[src/rtl/radix4_booth_mul_if.sv]
// Operand/result bundle for the radix-4 Booth multiplier.
// Start/clear requests in, busy/done status and product out.
interface radix4_booth_mul_if #(
  parameter int WIDTH = 64
);
  logic                   op_start;
  logic                   op_clear;
  logic                   op_signed;
  logic [WIDTH-1:0]       multiplier;
  logic [WIDTH-1:0]       multiplicand;
  logic                   op_busy;
  logic                   op_done;
  logic [2*WIDTH-1:0]     result;

  modport master (
    output op_start,
    output op_clear,
    output op_signed,
    output multiplier,
    output multiplicand,
    input  op_busy,
    input  op_done,
    input  result
  );

  modport slave (
    input  op_start,
    input  op_clear,
    input  op_signed,
    input  multiplier,
    input  multiplicand,
    output op_busy,
    output op_done,
    output result
  );
endinterface

[src/rtl/radix4_booth_mul.sv]
// Sequential radix-4 Booth multiplier, one digit per cycle.
// WIDTH/2+1 digits cover both signed and unsigned operands.
module radix4_booth_mul #(
  parameter int WIDTH = 64
) (
  input logic               clk,
  input logic               reset_n,
  radix4_booth_mul_if.slave bus
);

  localparam int N  = WIDTH / 2 + 1;
  localparam int CW = $clog2(N);
  localparam int PW = 2 * WIDTH;

  localparam logic [1:0] IDLE = 2'd0;
  localparam logic [1:0] BUSY = 2'd1;
  localparam logic [1:0] DONE = 2'd2;

  logic [1:0]       state;
  logic [CW-1:0]    cnt;
  logic [WIDTH+2:0] mc;
  logic [PW-1:0]    mp;
  logic [PW-1:0]    acc;
  logic [PW-1:0]    res;

  logic [WIDTH+2:0] mc_ext;
  logic [PW-1:0]    mp_ext;
  logic             ext_bit_mc;
  logic             ext_bit_mp;
  logic             one;
  logic             two;
  logic             neg;
  logic [PW-1:0]    mag;
  logic [PW-1:0]    pp;
  logic [PW-1:0]    sum;

  assign ext_bit_mc = bus.op_signed & bus.multiplicand[WIDTH-1];
  assign ext_bit_mp = bus.op_signed & bus.multiplier[WIDTH-1];

  // Recoded operand carries the implicit zero below bit 0.
  assign mc_ext = {{2{ext_bit_mc}}, bus.multiplicand, 1'b0};
  assign mp_ext = {{WIDTH{ext_bit_mp}}, bus.multiplier};

  assign one = mc[1] ^ mc[0];
  assign two = (mc[2:0] == 3'b011) || (mc[2:0] == 3'b100);
  assign neg = mc[2] & ~(mc[1] & mc[0]);

  always_comb begin
    mag = '0;
    unique case (1'b1)
      one:     mag = mp;
      two:     mag = mp << 1;
      default: mag = '0;
    endcase
  end

  assign pp  = neg ? -mag : mag;
  assign sum = acc + pp;

  always_ff @(posedge clk) begin
    if (!reset_n || bus.op_clear) begin
      state <= IDLE;
      cnt   <= '0;
      mc    <= '0;
      mp    <= '0;
      acc   <= '0;
      res   <= '0;
    end else begin
      unique case (state)
        IDLE, DONE: begin
          if (bus.op_start) begin
            mc    <= mc_ext;
            mp    <= mp_ext;
            acc   <= '0;
            res   <= '0;
            cnt   <= '0;
            state <= BUSY;
          end
        end
        BUSY: begin
          // Shift the operands so the current digit is always at the bottom.
          acc <= sum;
          mc  <= mc >> 2;
          mp  <= mp << 2;
          cnt <= cnt + 1'b1;
          if (cnt == CW'(N - 1)) begin
            res   <= sum;
            state <= DONE;
          end
        end
        default: state <= IDLE;
      endcase
    end
  end

  assign bus.op_busy = (state == BUSY);
  assign bus.op_done = (state == DONE);
  assign bus.result  = res;

endmodule

[src/flat_wrapper.sv]
// flat-port wrapper written by rule: the top's interface ports become plain ports
module radix4_booth_mul_flat 
#(
  parameter int WIDTH = 64
)
  (clk, reset_n, bus_op_start, bus_op_clear, bus_op_signed, bus_multiplier, bus_multiplicand, bus_op_busy, bus_op_done, bus_result);
  radix4_booth_mul_if #(.WIDTH(WIDTH)) bus_i ();
  input logic clk;
  input logic reset_n;
  input wire logic [$bits(bus_i.op_start)-1:0] bus_op_start;
  input wire logic [$bits(bus_i.op_clear)-1:0] bus_op_clear;
  input wire logic [$bits(bus_i.op_signed)-1:0] bus_op_signed;
  input wire logic [$bits(bus_i.multiplier)-1:0] bus_multiplier;
  input wire logic [$bits(bus_i.multiplicand)-1:0] bus_multiplicand;
  output wire logic [$bits(bus_i.op_busy)-1:0] bus_op_busy;
  output wire logic [$bits(bus_i.op_done)-1:0] bus_op_done;
  output wire logic [$bits(bus_i.result)-1:0] bus_result;
  assign bus_i.op_start = bus_op_start;
  assign bus_i.op_clear = bus_op_clear;
  assign bus_i.op_signed = bus_op_signed;
  assign bus_i.multiplier = bus_multiplier;
  assign bus_i.multiplicand = bus_multiplicand;
  assign bus_op_busy = bus_i.op_busy;
  assign bus_op_done = bus_i.op_done;
  assign bus_result = bus_i.result;
  radix4_booth_mul #(.WIDTH(WIDTH)) u_core (.clk(clk), .reset_n(reset_n), .bus(bus_i));
endmodule
[config.mk]
export PLATFORM = sky130hd
export DESIGN_NAME = radix4_booth_mul_flat
export DESIGN_NICKNAME = d
export VERILOG_FILES = /design/src/rtl/radix4_booth_mul_if.sv /design/src/rtl/radix4_booth_mul.sv /design/src/flat_wrapper.sv
export SDC_FILE = /design/constraint.sdc
export NUM_CORES = 1
export LEC_CHECK = 0
export CORE_MARGIN = 3
export CORE_UTILIZATION = 40
export CTS_BUF_LIST = sky130_fd_sc_hd__clkbuf_16
export CTS_CLUSTER_DIAMETER = 40
export CTS_CLUSTER_SIZE = 24
export DETAILED_ROUTE_END_ITERATION = 7
export PLACE_DENSITY_LB_ADDON = 0.2
export SLEW_MARGIN = 20
export SYNTH_ARGS = -nofsm -noshare
export SYNTH_HDL_FRONTEND = slang
export SYNTH_SLANG_ARGS = --single-unit
[constraint.sdc]
create_clock -name clk -period 10 [get_ports clk]
set_input_delay 3 -clock clk [delete_from_list [all_inputs] [get_ports clk]]
set_output_delay 3 -clock clk [all_outputs]
set_load 0.01 [all_outputs]
## Yosys cells after proc, flatten, opt, wreduce, memory -nomap -nowiden

Index checks and enable logic that the tools add are counted.

| storage, ports and cells | value |
|---|---|
| input bits | 133 |
| register bits after elaboration | 459 |
| memory bits (writable) | 0 |
| latch bits | 0 |
| output and inout port bits | 130 |
| memory bits (read-only) | 0 |
| memories kept | 0 |
| logic and storage cells | 46 |

| cells by class | value |
|---|---|
| multiply operators | 0 |
| shifts and indexed selects | 0 |
| order comparisons | 0 |
| add/subtract/negate cells | 3 |
| reductions and logical operators | 9 |
| bitwise operators | 6 |
| divide/modulo/power cells | 0 |
| multiplexer cells | 15 |
| eq/ne operators | 7 |

Operators with widths:

| kind | count |
|---|---|
| 128-bit case mux with 2 select lines | 4 |
| 128-bit two-way mux | 4 |
| 67-bit case mux with 2 select lines | 1 |
| 128-bit adder | 1 |
| 128-bit negation | 1 |
| 67-bit two-way mux | 1 |
| 6-bit case mux with 2 select lines | 1 |
| 6-bit by 1-bit adder with 6-bit output, second input constant | 1 |
| 6-bit equality test, second input constant | 1 |
| 6-bit two-way mux | 1 |
| 1-bit bitwise AND | 4 |
| 2-bit two-way mux | 2 |
| 2-bit case mux with 2 select lines | 1 |
| 2-bit AND reduction | 2 |
| 3-bit by 2-bit equality test with 1-bit output, second input constant | 1 |
| 3-bit equality test, second input constant | 1 |
| 3-bit AND reduction | 1 |
| 2-bit by 1-bit equality test with 1-bit output, second input constant | 1 |
| 2-bit equality test, second input constant | 1 |
| 2-bit logical NOT | 1 |
| 1-bit logical OR | 2 |
| 2-bit by 1-bit inequality test with 1-bit output, second input constant | 1 |
| 2-bit inequality test, second input constant | 1 |
| 2-bit nonzero test | 1 |
| other kinds (4) | 4 |

## Logic depth before layout (Yosys ltp)

Gate-level depths: netlist of the first run.

| depth | value |
|---|---|
| word-level depth | 8 |
| gate-level depth with buffers | 36 |
| mapped depth without buffers | 25 |

## Worst setup path after synthesis of the first run

Ideal clock, no wire load.

| timing | value |
|---|---|
| kind | register to register |
| start | reg u_core.mc[0] |
| end | reg u_core.acc[121] |
| data required time | 9.883 ns |
| setup time | 0.117 ns |
| cell stages (with the launch flop) | 34 |
| buffers on the path | 12 |
| period minus slack after synthesis | 8.044 ns |
| path slack | 1.956 ns |
| data arrival time | 7.927 ns |
| cells stage by stage | dfxtp_1 -> inv_1 -> ha_1 -> buf_1 -> buf_2 -> clkbuf_1 -> buf_2 -> clkbuf_1 -> buf_1 -> clkbuf_1 -> buf_1 -> clkbuf_1 -> buf_1 -> nand2_1 -> ha_1 -> and4_1 -> nand4_1 -> or2_1 -> clkbuf_1 -> nor4_1 -> a21oi_1 -> xor2_1 -> ha_1 -> clkbuf_1 -> a21oi_1 -> o21ai_0 -> a21boi_0 -> a21bo_2 -> a31o_2 -> a2111oi_0 -> nor3_1 -> or4b_1 -> a2111o_1 -> a22o_1 |

| between the ends | value |
|---|---|
| cells in the longest elaborated chain, start to end | 7 |
| elaborated cells between the ends (all ways) | 12 |
| classes of those cells | add/sub: 2; eq/ne: 2; mux: 3; bitwise: 4; reduce/logical: 1 |

RTL lines:

| item | line | source |
|---|---|---|
| start, declared | radix4_booth_mul.sv:21 | `logic [WIDTH+2:0] mc;` |
| start signal, assigned | radix4_booth_mul.sv:72 | `mc <= mc_ext;` |
| start signal, assigned | radix4_booth_mul.sv:83 | `mc <= mc >> 2;` |
| 3-bit by 2-bit equality test with 1-bit output or 3-bit equality test (tied branches) | radix4_booth_mul.sv:45 | `assign two = (mc[2:0] == 3'b011) \|\| (mc[2:0] == 3'b100);` |
| 1-bit logical OR | radix4_booth_mul.sv:45 |  |
| 128-bit case mux with 2 select lines | radix4_booth_mul.sv:50 | `unique case (1'b1)` |
| 128-bit negation | radix4_booth_mul.sv:57 | `assign pp = neg ? -mag : mag;` |
| 128-bit two-way mux (*) | radix4_booth_mul.sv:57 |  |
| 128-bit adder (*) | radix4_booth_mul.sv:58 | `assign sum = acc + pp;` |
| 128-bit case mux with 2 select lines (*) | radix4_booth_mul.sv:69 | `unique case (state)` |
| end signal, assigned | radix4_booth_mul.sv:82 | `acc <= sum;` |
| end, declared | radix4_booth_mul.sv:23 | `logic [PW-1:0] acc;` |

Every way passes the cells marked *; elsewhere a longest branch is shown, timed or not.
A chain may end at the register's enable or synchronous reset.

## Worst setup path after layout of the first run

| timing | value |
|---|---|
| start | reg u_core.mc[0] |
| end | reg u_core.acc[118] |

Same word-level chain as after synthesis.

==> results.toml, run 1 <==
[run_status]
status = "finished with violations"
violations = "DRC"

[routing]
ant_nets = 0
dr.pass1.iters = 8
wl_met3_um = 9209
met2_length_um = 46330
vias_per_cell = 6.057
via_count = 30330
wl_met1_um = 51220
dr.first_iter.drc_count = 2871
wl_um = 110300
drc = 1
highest_layer = "met4"
wire_per_inst_um = 22.02

[sta]
fin_tns_setup_ps = 0
min_period_ps = 8194
skew_ps = 37.98
fin_crit_sh = 0.8194
slew_headroom = 0.2559
timing.final.ws_setup_ps = 1806
finalMaxSlewViolations = 0
worstMarginPinSlew_ps = 1112
setup_viol = 0
hold_violations = 0
hold_slack_ps = 437.6
maxClockFrequency_ghz = 0.1220
rsz0062_at_grt = "no"

[floorplanning]
floorplan.initialDensity = 0.4061
die_h_um = 279.1
die_x_um = 279.1
rows = 99
coreArea_um2 = 73450
die_area_um2 = 77880
pin_count = 263

[pwr]
clkPwrFrac = 0.545
p_switching_mw = 1.438
p_seq_frac = 0.362
leakage_nw = 13.04
swShare = 0.2758
p_int_mw = 3.775
power_frac_comb = 0.093
pwr_density_cell_nw_per_um2 = 145.9
ir_drop_mv = 0.1204

[setup_path]
worst_ep_arrival_time_ps = 8720
cp-start-kind = "flip-flop"
r2r_setup_slack_ps = 1810
end_kind = "flip-flop"
worstSetupStartpoint = "u_core.mc[0]"
r2r-end = "u_core.acc[118]"
path_max_fanout = 69
reg2regPathDepth = 24
required_ps = 10530
r2r-start = "u_core.mc[0]"
path_class = "reg -> reg"

[global_routing]
grt_max_degree = 200
grt_pass1_wl_um = 167200
antenna_found_initial = 1
track_usage = 0.2704
grt_pass1_vias = 27880
overflow = 0

[yosys]
synthesis.area_um2 = 29830
yosysTopAreaCellShare = 0.3074
synthesis.nets = 4189
ys_seq_area_frac = 0.3074
ys_async_sr_fraction = 0
synth_area_leader_cell = "dfxtp_1"
synth.yosys.warnings = 0
synth_ff_type = "dfxtp_1"
syn_inst = 3892
ys_types = 78
synthTopCellsByCount = "535 x a21oi_1, 482 x nand2_1, 458 x dfxtp_1, 351 x a22oi_1, 280 x nor2_1"
synthTopCellsByArea = "dfxtp_1 31%, a21oi_1 9.0%, a22oi_1 8.8%"
avgSynthCellArea_um2 = 7.663
ys_ff_latch = 458
synth.most_common_cell = "a21oi_1"
synth_edf_count = 0

[placement]
dpl_worst_slack_ps = 1961
io_buffers = 262
place.gp.congestion = 0.9850
hpwl_um = 81550
dpl_cell_area_um2 = 32910

[clock_tree]
clkSinkCount = 458
cts-htree-levels = 3
ctsLongestPathBuffers = 3
cts_hold_buf = 0
root_buffer = "clkbuf_16"
cts_tree = "done"
postCtsSetupBuffers = 0
clock_latency_ps = 650
cts.repair.resized = 0
cts_made_buffers = 84
clk_pin_slew_worst_paths_ps = 50

[cells_and_area]
nets = 4275
postLayoutCellArea_um2 = 35740
drive_gt1_frac = 0.05190
syn_to_final_growth_pct = 19.83

[min_path]
hold_path_end = "u_core.bus.result[122]"
hold_path.class = "reg -> reg"
hp-start = "u_core.bus.result[122]"
whs_path_depth = 2

[job]
maxCapViolations = 0
## cells in the final DEF, fill, tap and decap left out, types with 9 or more instances in the layout
cell / n
xnor2_1: 147
inv_6: 11
o21ai_0: 193
o21bai_1: 38
clkdlybuf4s50_1: 262
xor2_1: 97
nor2_1: 274
and2_1: 28
nand2_1: 482
nor4_1: 28
inv_1: 52
nand3_1: 61
nor3_1: 59
a31oi_1: 43
a211oi_1: 24
a21oi_1: 535
nor2b_1: 13
a21boi_0: 15
a221o_1: 9
and3_1: 22
a21o_1: 47
o31ai_1: 22
nand2b_1: 19
clkbuf_16: 85
or4_1: 12
a22o_1: 123
ha_1: 162
o211ai_1: 11
a22oi_1: 351
o21a_1: 29
dfxtp_1: 458
clkinv_2: 11
nand4_1: 84
o21ai_1: 14
or3_1: 15
buf_4: 33
## per-stage QoR
stage	util	power, mW	std cells
detailed placement	0.4480	2.403	4851
CTS	0.4865	5.265	5005
finish	0.4866	5.213	5007
global placement	0.4480	2.402	4851
global route	0.4865	5.400	5005
floorplan	-	2.217	3892
## sequential cells by signal, indices dropped and copies added (netlist names)
name	cells
u_core.acc	128
u_core.bus.result	128
u_core.mp	128
u_core.mc	66
u_core.cnt	6
u_core.state	2
## worst max path at each step
stage / endpoint / cells past startpoint / slack [ps]
final: u_core.acc[118] / 24 / 1810
after floorplan: u_core.acc[121] / 33 / 1960
after CTS: u_core.acc[118] / 24 / 1960
after detailed placement: u_core.acc[118] / 24 / 1960
after global placement: u_core.bus.result[118] / 24 / 1950
after global routing: u_core.acc[118] / 24 / 1350
## cell families (layout without fill, tap and decap cells)
family                     after synthesis  in the layout  synth area share
xor gates and xnor gates               244            244           0.07165
other                                    0              2                 0
buffers and inverters                  342            496           0.04401
DFF                                    458            458            0.3074
muxes                                    7              7          0.002391
adders and majority gates              164            164           0.06905
AOI/OAI and AO/OA                     1529           1529            0.3307
and+or+nand+nor                       1148           1148            0.1748
## per-layer routing
metal,GRT usage,vias to the layer above
met5,0,-
met3,0.06430,186
met2,0.3960,1180
met1,0.3871,14360
met4,0.09185,0
li1,-,14600
## worst max-delay path, cell delays in order, from the launching register on
cell	delay, ps
dfxtp_1	350
inv_1	80
ha_4	380
buf_4	380
a22o_1	330
nand3b_1	200
nor4_1	570
nand3_1	230
nor3_1	520
and3_1	410
inv_1	70
nor3_1	280
a21oi_1	140
xnor2_1	180
ha_1	490
nand4_1	310
nor4bb_1	510
nor3b_1	370
nand3_1	230
a31oi_1	680
o31ai_1	280
o21ai_1	520
o31ai_1	180
xnor2_1	170
a22o_1	210
## power groups by stage
stage          clock network, mW  registers, mW  logic, mW
5_1_grt                     2.98           1.89      0.525
6_report                    2.84           1.89      0.484
4_1_cts                     2.90           1.89      0.480
2_1_floorplan                  0           1.91      0.311
3_5_place_dp                   0           1.92      0.479
3_3_place_gp                   0           1.92      0.479
## layout make-up
| class | count | area, um2 |
|---|---|---|
| Timing Repair Buffer | 297 | 2910 |
| Multi-Input combinational cell | 3092 | 19450 |
| Sequential cell | 458 | 9169 |
| Inverter | 45 | 176.4 |
| Antenna cell | 2 | 5.005 |
| Clock buffer | 85 | 2127 |
| Tap cell | 959 | 1200 |
| Fill cell | 7274 | 37710 |
| Clock inverter | 69 | 698.2 |
Power figures use the tool's default switching activity.
==> run 2: changes to the inputs <==
==> constraint.sdc (replaced) <==
create_clock -name clk -period 6.9 [get_ports clk]
set_input_delay 2.07 -clock clk [delete_from_list [all_inputs] [get_ports clk]]
set_output_delay 2.07 -clock clk [all_outputs]
set_load 0.01 [all_outputs]
==> results.toml, run 2 (synthesis results as in run 1) <==
[sta]
fin_crit_sh = 0.9723
skew_ps = 20.40
slew_headroom = 0.2743
finalMaxSlewViolations = 0
hold_slack_ps = 449.7
hold_violations = 0
setup_viol = 0
maxClockFrequency_ghz = 0.1491
min_period_ps = 6709
worstMarginPinSlew_ps = 1089
timing.final.ws_setup_ps = 191.5

[global_routing]
antenna_found_initial = 2
overflow = 0
grt_pass1_vias = 28500
track_usage = 0.2742
grt_max_degree = 195
grt_pass1_wl_um = 170900

[placement]
dp.cells = 4945
dpl_worst_slack_ps = 41.08
hpwl_um = 82840
io_buffers = 262
dpl_cell_area_um2 = 33730
place.gp.congestion = 1.011

[pwr]
power_frac_comb = 0.101
swShare = 0.2855
p_int_mw = 5.370
leakage_nw = 13.56
p_switching_mw = 2.146
pwr_density_cell_nw_per_um2 = 204.9
ir_drop_mv = 0.1711
p_seq_frac = 0.364
clkPwrFrac = 0.536

[floorplanning]
die_area_um2 = 77880
die_h_um = 279.1
floorplan.initialDensity = 0.4061
rows = 99
die_x_um = 279.1
coreArea_um2 = 73450
pin_count = 263

[setup_path]
path_max_fanout = 36
required_ps = 7420
end_kind = "flip-flop"
path_class = "reg -> reg"
cp-start-kind = "flip-flop"
worst_ep_arrival_time_ps = 7230

[routing]
dr.first_iter.drc_count = 2954
wl_um = 111100
via_count = 30600
ant_nets = 0
vias_per_cell = 5.999
wire_per_inst_um = 21.78
dr.pass1.iters = 6
drc = 0

[clock_tree]
cts-htree-levels = 3
clkSinkCount = 458
root_buffer = "clkbuf_16"
clock_latency_ps = 640
cts_tree = "done"
clk_pin_slew_worst_paths_ps = 50
ctsLongestPathBuffers = 3
cts_made_buffers = 82

[run_status]
status = "finished clean"

[cells_and_area]
nets = 4370
antenna_cells = 0
final_cell_mix = "533 x a21oi_1, 482 x nand2_1, 457 x dfxtp_1"
postLayoutCellArea_um2 = 36690
syn_to_final_growth_pct = 23.02
layout_commonest_cell = "a21oi_1"
drive_gt1_frac = 0.08257
final_cells = 5101
nFillCells = 7278

[min_path]
hold_path.class = "reg -> reg"

[job]
maxCapViolations = 0
==> run 2: changes by cell type in the layout (fill, tap and decap cells not counted), moves of 3 or more <==
cell,delta
xnor2_1,-3
xnor2_2,+3
a22oi_2,+5
a22oi_1,-5
inv_1,-5
bufinv_16,-4
clkinv_2,-4
nor4_1,-5
buf_4,+91
nor4_2,+4
clkinv_4,+4
buf_12,+5
inv_6,+6
==> run 2: path summary, 6_finish.rpt <==
check,from,end,slack (ps),depth (start not counted)
setup / recovery,u_core.mc[0],u_core.bus.result[121],190,22
hold / removal,u_core.bus.result[46],u_core.bus.result[46],450,2
setup reg to reg,u_core.mc[0],u_core.bus.result[121],190,22
hold reg to reg,u_core.bus.result[46],u_core.bus.result[46],450,2
==> run 2: layout make-up <==
type                            instances  area [um2]  share of cell area
Timing Repair Buffer                  393        3694              0.1007
Sequential cell                       458        9170              0.2499
Multi-Input combinational cell       3093       19660              0.5358
Clock inverter                         69       689.4             0.01879
Inverter                               45       176.4            0.004808
Tap cell                              959        1200             0.03270
Clock buffer                           84        2102             0.05729
==> run 2: metal layers <==
metal  wire, um  track usage  up-vias
li1           -            -    14780
met1      52030       0.3993    14470
met2      47690       0.4133     1205
met3       8584      0.05334      151
met4       2754      0.06976        4
met5         34            0        -
==> run 2: power by group through the flow <==
| stage | clock (mW) | combinational [mW] | sequential [mW] |
|---|---|---|---|
| 6_report | 4.03 | 0.758 | 2.73 |
| 3_3_place_gp | 0 | 0.743 | 2.79 |
| 2_1_floorplan | 0 | 0.457 | 2.76 |
| 3_5_place_dp | 0 | 0.742 | 2.79 |
| 5_1_grt | 4.22 | 0.818 | 2.74 |
| 4_1_cts | 4.10 | 0.744 | 2.73 |
==> run 2: timing repair <==
item | 4_1_cts | 5_1_grt
buffers inserted | 0 | 2
hold buffers | 0 | 0
gates resized for setup | 0 | 28
endpoints found under the setup margin | 0 | 54
==> run 2: critical path: stages, from the launching register on <==
cell       delay (ps)
dfxtp_1           350
inv_1              80
ha_4              380
nand2b_2          390
buf_4             240
a21bo_2           180
a221oi_1          230
nand4_1           220
or2_1             410
a211oi_2          270
a41oi_1           220
xnor2_1           470
ha_1              420
a21oi_1           260
o21a_1            190
a2bb2oi_1         190
o21ai_0           180
a31o_2            280
a2111oi_4         330
nor3_1            100
or4b_4            590
a2111o_1          400
a22o_1            200
==> run 2: metrics by stage <==
step                      utilization  total power, mW  TNS (ps)
after CTS                      0.4972            7.575         0
after global placement         0.4592            3.528         0
after global routing           0.4995            7.778    -2.511
after floorplan                     -            3.218         0
after detailed placement       0.4592            3.527         0
final                          0.4995            7.516         0
